## src/rtl/pixel_stream_packer.sv

```systemverilog
// Raster-order pixel packer: gathers PIXELS_PER_BEAT colour samples into a beat,
// tags it with lane-0 coordinates and frame/line markers, and buffers two beats.
module pixel_stream_packer #(
  parameter int unsigned COLOUR_W        = 24,
  parameter int unsigned SCREEN_WIDTH    = 640,
  parameter int unsigned SCREEN_HEIGHT   = 480,
  parameter int unsigned PIXELS_PER_BEAT = 1,
  parameter int unsigned COORD_W         = 16
) (
  input  logic                                clk,
  input  logic                                reset,
  input  logic [COLOUR_W-1:0]                 in_colour,
  input  logic                                in_valid,
  output logic                                in_ready,
  output logic [PIXELS_PER_BEAT*COLOUR_W-1:0] out_data,
  output logic                                out_valid,
  input  logic                                out_ready,
  output logic [COORD_W-1:0]                  out_x,
  output logic [COORD_W-1:0]                  out_y,
  output logic                                out_sof,
  output logic                                out_eol,
  output logic                                frame_done
);

  localparam int unsigned BEAT_W = PIXELS_PER_BEAT * COLOUR_W;
  localparam int unsigned LANE_W = (PIXELS_PER_BEAT > 1) ? $clog2(PIXELS_PER_BEAT) : 1;
  localparam logic [LANE_W-1:0]  LAST_LANE = LANE_W'(PIXELS_PER_BEAT - 1);
  localparam logic [COORD_W-1:0] LAST_X    = COORD_W'(SCREEN_WIDTH - 1);
  localparam logic [COORD_W-1:0] LAST_Y    = COORD_W'(SCREEN_HEIGHT - 1);

  logic [LANE_W-1:0]  lane_q;
  logic [COORD_W-1:0] x_q;
  logic [COORD_W-1:0] y_q;
  logic [BEAT_W-1:0]  pack_q;

  logic [BEAT_W-1:0]  data_mem [2];
  logic [COORD_W-1:0] x_mem    [2];
  logic [COORD_W-1:0] y_mem    [2];
  logic               sof_mem  [2];
  logic               eol_mem  [2];
  logic               wr_ptr;
  logic               rd_ptr;
  logic [1:0]         count_q;

  logic               complete_c;
  logic               accept_c;
  logic               push_c;
  logic               pop_c;
  logic [BEAT_W-1:0]  beat_c;
  logic [COORD_W-1:0] beat_x_c;
  logic               beat_sof_c;
  logic               beat_eol_c;

  // Handshake decode: a completing pixel needs a free FIFO slot, others only fill the packer.
  always_comb begin
    complete_c = (lane_q == LAST_LANE);
    in_ready   = !reset && ((count_q != 2'd2) || !complete_c);
    accept_c   = in_valid && in_ready;
    push_c     = accept_c && complete_c;
    out_valid  = (count_q != 2'd0);
    pop_c      = out_valid && out_ready;
  end

  // Beat assembly: current pixel merged into the partial beat at its lane.
  always_comb begin
    beat_c = pack_q;
    for (int unsigned l = 0; l < PIXELS_PER_BEAT; l++) begin
      if (lane_q == LANE_W'(l)) begin
        beat_c[l*COLOUR_W +: COLOUR_W] = in_colour;
      end
    end
    // Beats never straddle a line, so lane 0 sits lane_q pixels to the left.
    beat_x_c   = x_q - COORD_W'(lane_q);
    beat_sof_c = (beat_x_c == '0) && (y_q == '0);
    beat_eol_c = (x_q == LAST_X);
  end

  always_comb begin
    out_data = data_mem[rd_ptr];
    out_x    = x_mem[rd_ptr];
    out_y    = y_mem[rd_ptr];
    out_sof  = sof_mem[rd_ptr];
    out_eol  = eol_mem[rd_ptr];
  end

  always_ff @(posedge clk) begin
    if (reset) begin
      lane_q     <= '0;
      x_q        <= '0;
      y_q        <= '0;
      pack_q     <= '0;
      wr_ptr     <= 1'b0;
      rd_ptr     <= 1'b0;
      count_q    <= 2'd0;
      frame_done <= 1'b0;
      for (int i = 0; i < 2; i++) begin
        data_mem[i] <= '0;
        x_mem[i]    <= '0;
        y_mem[i]    <= '0;
        sof_mem[i]  <= 1'b0;
        eol_mem[i]  <= 1'b0;
      end
    end else begin
      if (accept_c) begin
        pack_q <= beat_c;
        lane_q <= complete_c ? '0 : lane_q + LANE_W'(1);
        if (x_q == LAST_X) begin
          x_q <= '0;
          y_q <= (y_q == LAST_Y) ? '0 : y_q + COORD_W'(1);
        end else begin
          x_q <= x_q + COORD_W'(1);
        end
      end

      if (push_c) begin
        data_mem[wr_ptr] <= beat_c;
        x_mem[wr_ptr]    <= beat_x_c;
        y_mem[wr_ptr]    <= y_q;
        sof_mem[wr_ptr]  <= beat_sof_c;
        eol_mem[wr_ptr]  <= beat_eol_c;
        wr_ptr           <= ~wr_ptr;
      end

      if (pop_c) begin
        rd_ptr <= ~rd_ptr;
      end

      case ({push_c, pop_c})
        2'b10:   count_q <= count_q + 2'd1;
        2'b01:   count_q <= count_q - 2'd1;
        default: count_q <= count_q;
      endcase

      frame_done <= pop_c && out_eol && (out_y == LAST_Y);
    end
  end

endmodule

```

## config.mk

```make
export PLATFORM = sky130hd
export DESIGN_NAME = pixel_stream_packer
export DESIGN_NICKNAME = d
export VERILOG_FILES = /design/src/rtl/pixel_stream_packer.sv
export SDC_FILE = /design/constraint.sdc
export NUM_CORES = 1
export LEC_CHECK = 0
export ABC_AREA = 1
export CAP_MARGIN = 20
export CORE_MARGIN = 4
export CORE_UTILIZATION = 50
export DETAILED_ROUTE_END_ITERATION = 8
export HOLD_SLACK_MARGIN = 0.1
export PLACE_DENSITY = 0.8
export SLEW_MARGIN = 5
export SYNTH_ARGS = -nofsm -noshare
export SYNTH_HDL_FRONTEND = slang
export SYNTH_SLANG_ARGS = --single-unit
export TNS_END_PERCENT = 30
```

## constraint.sdc

```tcl
create_clock -name clk -period 7.9 [get_ports clk]
set_input_delay 2.37 -clock clk [delete_from_list [all_inputs] [get_ports clk]]
set_output_delay 2.37 -clock clk [all_outputs]
set_load 0.05 [all_outputs]
```

[Word level (Yosys, flattened, before mapping)]
Memory sizes are Yosys's and may differ from the RTL's. A register that Yosys moved wholly into a read port is not among the register bits.
Cells that the tools add are included.
Cells by class
  add/subtract/negate cells: 6
  eq/ne operators: 6
  muxes and demuxes: 35
  bitwise logic cells: 3
  reduce and logical (&&, ||, !) cells: 19
Operator list (number)
  2-to-1 mux 16 bit: 4
  2-to-1 mux 24 bit: 2
  adder 16 x 1 -> 16 bit, second input constant: 2
  == test 16 x 9 -> 1 bit, second input constant: 2
  zero test 16 bit: 2
  OR reduction 16 bit: 2
  2-to-1 mux 1 bit: 28
  OR reduction 24 bit: 1
  == test 16 x 10 -> 1 bit, second input constant: 1
  subtractor 16 x 1 -> 16 bit: 1
  logical AND 1 bit: 7
  case mux 2 bit (2 select lines): 1
  nonzero test 2 bit: 2
  inverter 1 bit: 3
  adder 2 x 1 -> 2 bit, second input constant: 1
  == test 2 x 1 -> 1 bit, second input constant: 1
  == test 2 bit, second input constant: 1
  != test 2 bit, second input constant: 1
  AND reduction 2 bit: 1
  OR reduction 1 bit: 2
  subtractor 2 x 1 -> 2 bit, second input constant: 1
  adder 1 bit, second input constant: 1
  zero test 1 bit: 1
  logical OR 1 bit: 1
Storage, ports and cells
  bits in registers: 62
  bits in writable memories: 116
  output and inout bits: 61
  memories: 5
Memory list
  data_mem: depth 2, width 24, rd ports 1, clocked after memory_dff 1, wr ports 2, line 36  | logic [BEAT_W-1:0] data_mem [2];
  x_mem: depth 2, width 16, rd ports 1, clocked after memory_dff 1, wr ports 2, line 37  | logic [COORD_W-1:0] x_mem [2];
  y_mem: depth 2, width 16, rd ports 1, clocked after memory_dff 1, wr ports 2, line 38  | logic [COORD_W-1:0] y_mem [2];
  eol_mem: depth 2, width 1, rd ports 1, clocked after memory_dff 1, wr ports 2, line 40  | logic eol_mem [2];
  sof_mem: depth 2, width 1, rd ports 1, clocked after memory_dff 1, wr ports 2, line 39  | logic sof_mem [2];

[Logic depth before layout (Yosys ltp)]
  depth in word-level cells: 10
  mapped depth: 10

[Least setup slack after synthesis]
OpenSTA, ideal clock, no wires.
  kind: input-to-output
  from: input reset
  to: output in_ready
  data arrival time: 3.245 ns
  data required time: 5.530 ns
  slack: 2.285 ns
  cell stages on the path: 5
  buffers on the path: 2
  cell sequence: buf_2 inv_4 clkbuf_1 nand2_1 inv_1
On the way
  cells in the longest elaborated chain, start to end: 2
RTL lines
  start, declared: line 11  | input logic reset,
  zero test 1 bit: line 57  | in_ready = !reset && ((count_q != 2'd2) || !complete_c);
  logical AND 1 bit: line 57
  end, declared: line 14  | output logic in_ready,
No other way between the ends.

[Final worst setup path]
Ends and elaborated chain as after synthesis.

==> impl_metrics.toml <==
[status]
status = "finished clean"

[grt]
grt_start_max_net_pins = 76
overflow = 0
grt_busiest_layer = "met2"
grt_pass1_vias = 5138
globalRouteMet2Util_pct = 32.1
antenna_found_initial = 0
grt_pass1_wl_mm = 24.9
use_met1_pct = 24.5
track_usage_pct = 19.1
use_met3_pct = 4.38

[logic_synthesis]
yosysWarnings = 0
syn_nets = 805
synth_top_area_share_pct = 48.3
synth_area_sq_um = 7210
netlist_instances = 772
synth_cell_types = 31
yosysTopAreaCell = "edfxtp_1"
synth.area.top_cells = "edfxtp_1 (48%), dfxtp_1 (11%), nor2_1 (10%), nand2_1 (6.6%), mux2_2 (6.4%)"
syn_avg_cell_area_sq_um = 9.35
ys_ff_latch = 154
ys_seq_area_share_pct = 58.8

[floorplan]
fp-row-count = 43
core_area_sq_um = 14000
initial_core_util_pct = 51.6
fp.dieH_um = 128
ios = 89
die_area_sq_um = 16400
dieWidth_um = 128

[worst_hold_path]
hold_path.class = "reg2reg"

[worst_setup_path]
max_stage_delay_ns = 0.79
crit_path_end_kind = "primary output"
startpoint = "reset"
cp_max_fo = 13
regToRegSetupSlack_ns = 5.68
crit_end = "in_ready"
reg2reg_from = "count_q[0]$_SDFFE_PP0P_"
critical-path-top-delay-family = "buffers and inverters"
worstPathCellList = "clkdlybuf4s50_1 > inv_4 > nand2_1 > inv_1 > clkdlybuf4s50_1"
worstSetupPathType = "in2out"
cp-start-kind = "primary input"
cp_slowest_cell = "clkdlybuf4s50_1"
required_ns = 5.53
cp_common_cell = "clkdlybuf4s50_1"
rr_worst_depth = 7
cp.arrival_ns = 4.09
critPathBufInv = 4
cp.depth = 5
r2r-end = "x_mem[0][1]$_SDFFCE_PN0P_"

[routing]
firstDrtPassIters = 5
drt_iter0_drc = 580
vias = 5436
vias_per_cell = 5.17
post_drt_wl_per_cell_um = 14.7
drc = 0
drtAntennaViolNets = 0
drt-total-wl_mm = 15.4

[finish]
stdcell_count = 1051
mostFrequentLayoutCells = "nor2_1 (197), nand2_1 (122), edfxtp_1 (116), inv_1 (96), clkdlybuf4s50_1 (88)"
layout.nets = 891
fill_cells = 1096
antenna_cells = 0
finalInstanceArea_sq_um = 8790
final_common_cell = "nor2_1"
drive_gt1_share_pct = 11.1
syn2layout_area_growth_pct = 21.8

[placed_design]
io_buffers = 88
dp_cells = 1019
routabilityCongestion = 0.901
placed_area_sq_um = 8220
dp_slack_ns = 1.43
dpl.hpwl_mm = 10.3

[cts]
cts_resized = 0
hold_buffers = 0
cts_buffers = 17
cts.sinks = 154
clk_pin_slew_worst_paths_ns = 0.06
cts_tree = "done"
cts_buffer_depth = 2
cts.htree.levels = 4
clock_latency_ns = 0.42
clockRootBuffer = "clkbuf_16"
post_cts_buffers = 0

[sta]
finalClockSkew_ns = 0.0111
tns_ns = 0
clock.fmax_mhz = 155
relSlewSlack_pct = 45.1
maxSlewViolCount = 0
hold_violations = 0
post-route-min-period_ns = 6.46
rsz0062_at_grt = "false"
setup_viol = 0
post-route-period-util_pct = 81.8
worstMarginPinSlew_ns = 0.823
setup_slack_ns = 1.44

[power]
p_per_area_nw_per_um2 = 240
leakagePower_uw = 0.00346
ir_drop_mv = 0.160

[flow_run]
cap_violations = 0
[logic make-up (layout without fill, tap and decap cells)]
group                    count (synthesis)  count (layout)  share of synthesized area [%]
buffers and inverters                  131             230                           7.56
multiplexers                            41              41                           6.40
AND/OR/NAND/NOR                        396             396                           23.0
adder cells (fa/ha/maj)                  5               5                          0.867
flip-flops                             154             154                           58.8
XOR/XNOR                                 2               2                          0.243
AO/OA/AOI/OAI                           43              43                           3.05
[metrics by stage]
step	hold WS, ns	total power [uW]	utilization [%]
after floorplan	0.426	1230	-
after global placement	0.424	1350	58.8
after detailed placement	0.432	1360	58.8
after CTS	0.441	2120	62.8
after global routing	0.459	2180	62.8
final	0.443	2110	62.8
[cells in the mapped netlist, drive strengths merged]
library cell,number
nor2,200
nand2,131
edfxtp,116
inv,104
mux2,41
dfxtp,38
nand3,29
o21ai,29
buf,24
nand4,20
nor3,14
a21oi,12
ha,5
clkbuf,3
xor2,2
a22oi,1
nand3b,1
o21a,1
or2,1
[power breakdown]
| part | leakage [uW] | internal [uW] | switching, uW |
|---|---|---|---|
| registers | 0.00152 | 915 | 12.4 |
| clock network | 0.000265 | 464 | 309 |
| logic | 0.00168 | 135 | 276 |
| total | 0.00346 | 1510 | 598 |
[per-layer routing]
| layer | wire length (um) | vias up | share of wire, % |
|---|---|---|---|
| met5 | 0 | - | 0 |
| met1 | 6720 | 2532 | 44 |
| met2 | 7460 | 190 | 48 |
| met3 | 1040 | 26 | 6.7 |
| li1 | - | 2688 | - |
| met4 | 229 | 0 | 1.5 |
[layout make-up]
type	count	area, sq um	area share, %
clock buffer	21	440	5.01
tap	180	225	2.56
multi-input combinational	487	2430	27.7
sequential	154	4250	48.3
timing repair buffer	94	926	10.5
inverter	104	393	4.47
clock inverter	11	123	1.40
[worst min-delay path by stage]
stage | from | to | slack (ns) | cells after the start
after floorplan | rd_ptr$_SDFFE_PP0P_ | register | 0.43 | 1
after global placement | rd_ptr$_SDFFE_PP0P_ | register | 0.42 | 1
after detailed placement | rd_ptr$_SDFFE_PP0P_ | register | 0.43 | 1
after CTS | rd_ptr$_SDFFE_PP0P_ | register | 0.44 | 1
after global routing | rd_ptr$_SDFFE_PP0P_ | rd_ptr$_SDFFE_PP0P_ | 0.46 | 1
final | rd_ptr$_SDFFE_PP0P_ | register | 0.44 | 1
[flip-flops by register name, summed over array words and instances (netlist names), 2 cells and up, named ones only]
signal,flops
x_mem,32
y_q,16
count_q,2
y_mem,32
x_q,16
eol_mem,2
data_mem,48
sof_mem,2
Power figures use the tool's default switching activity.
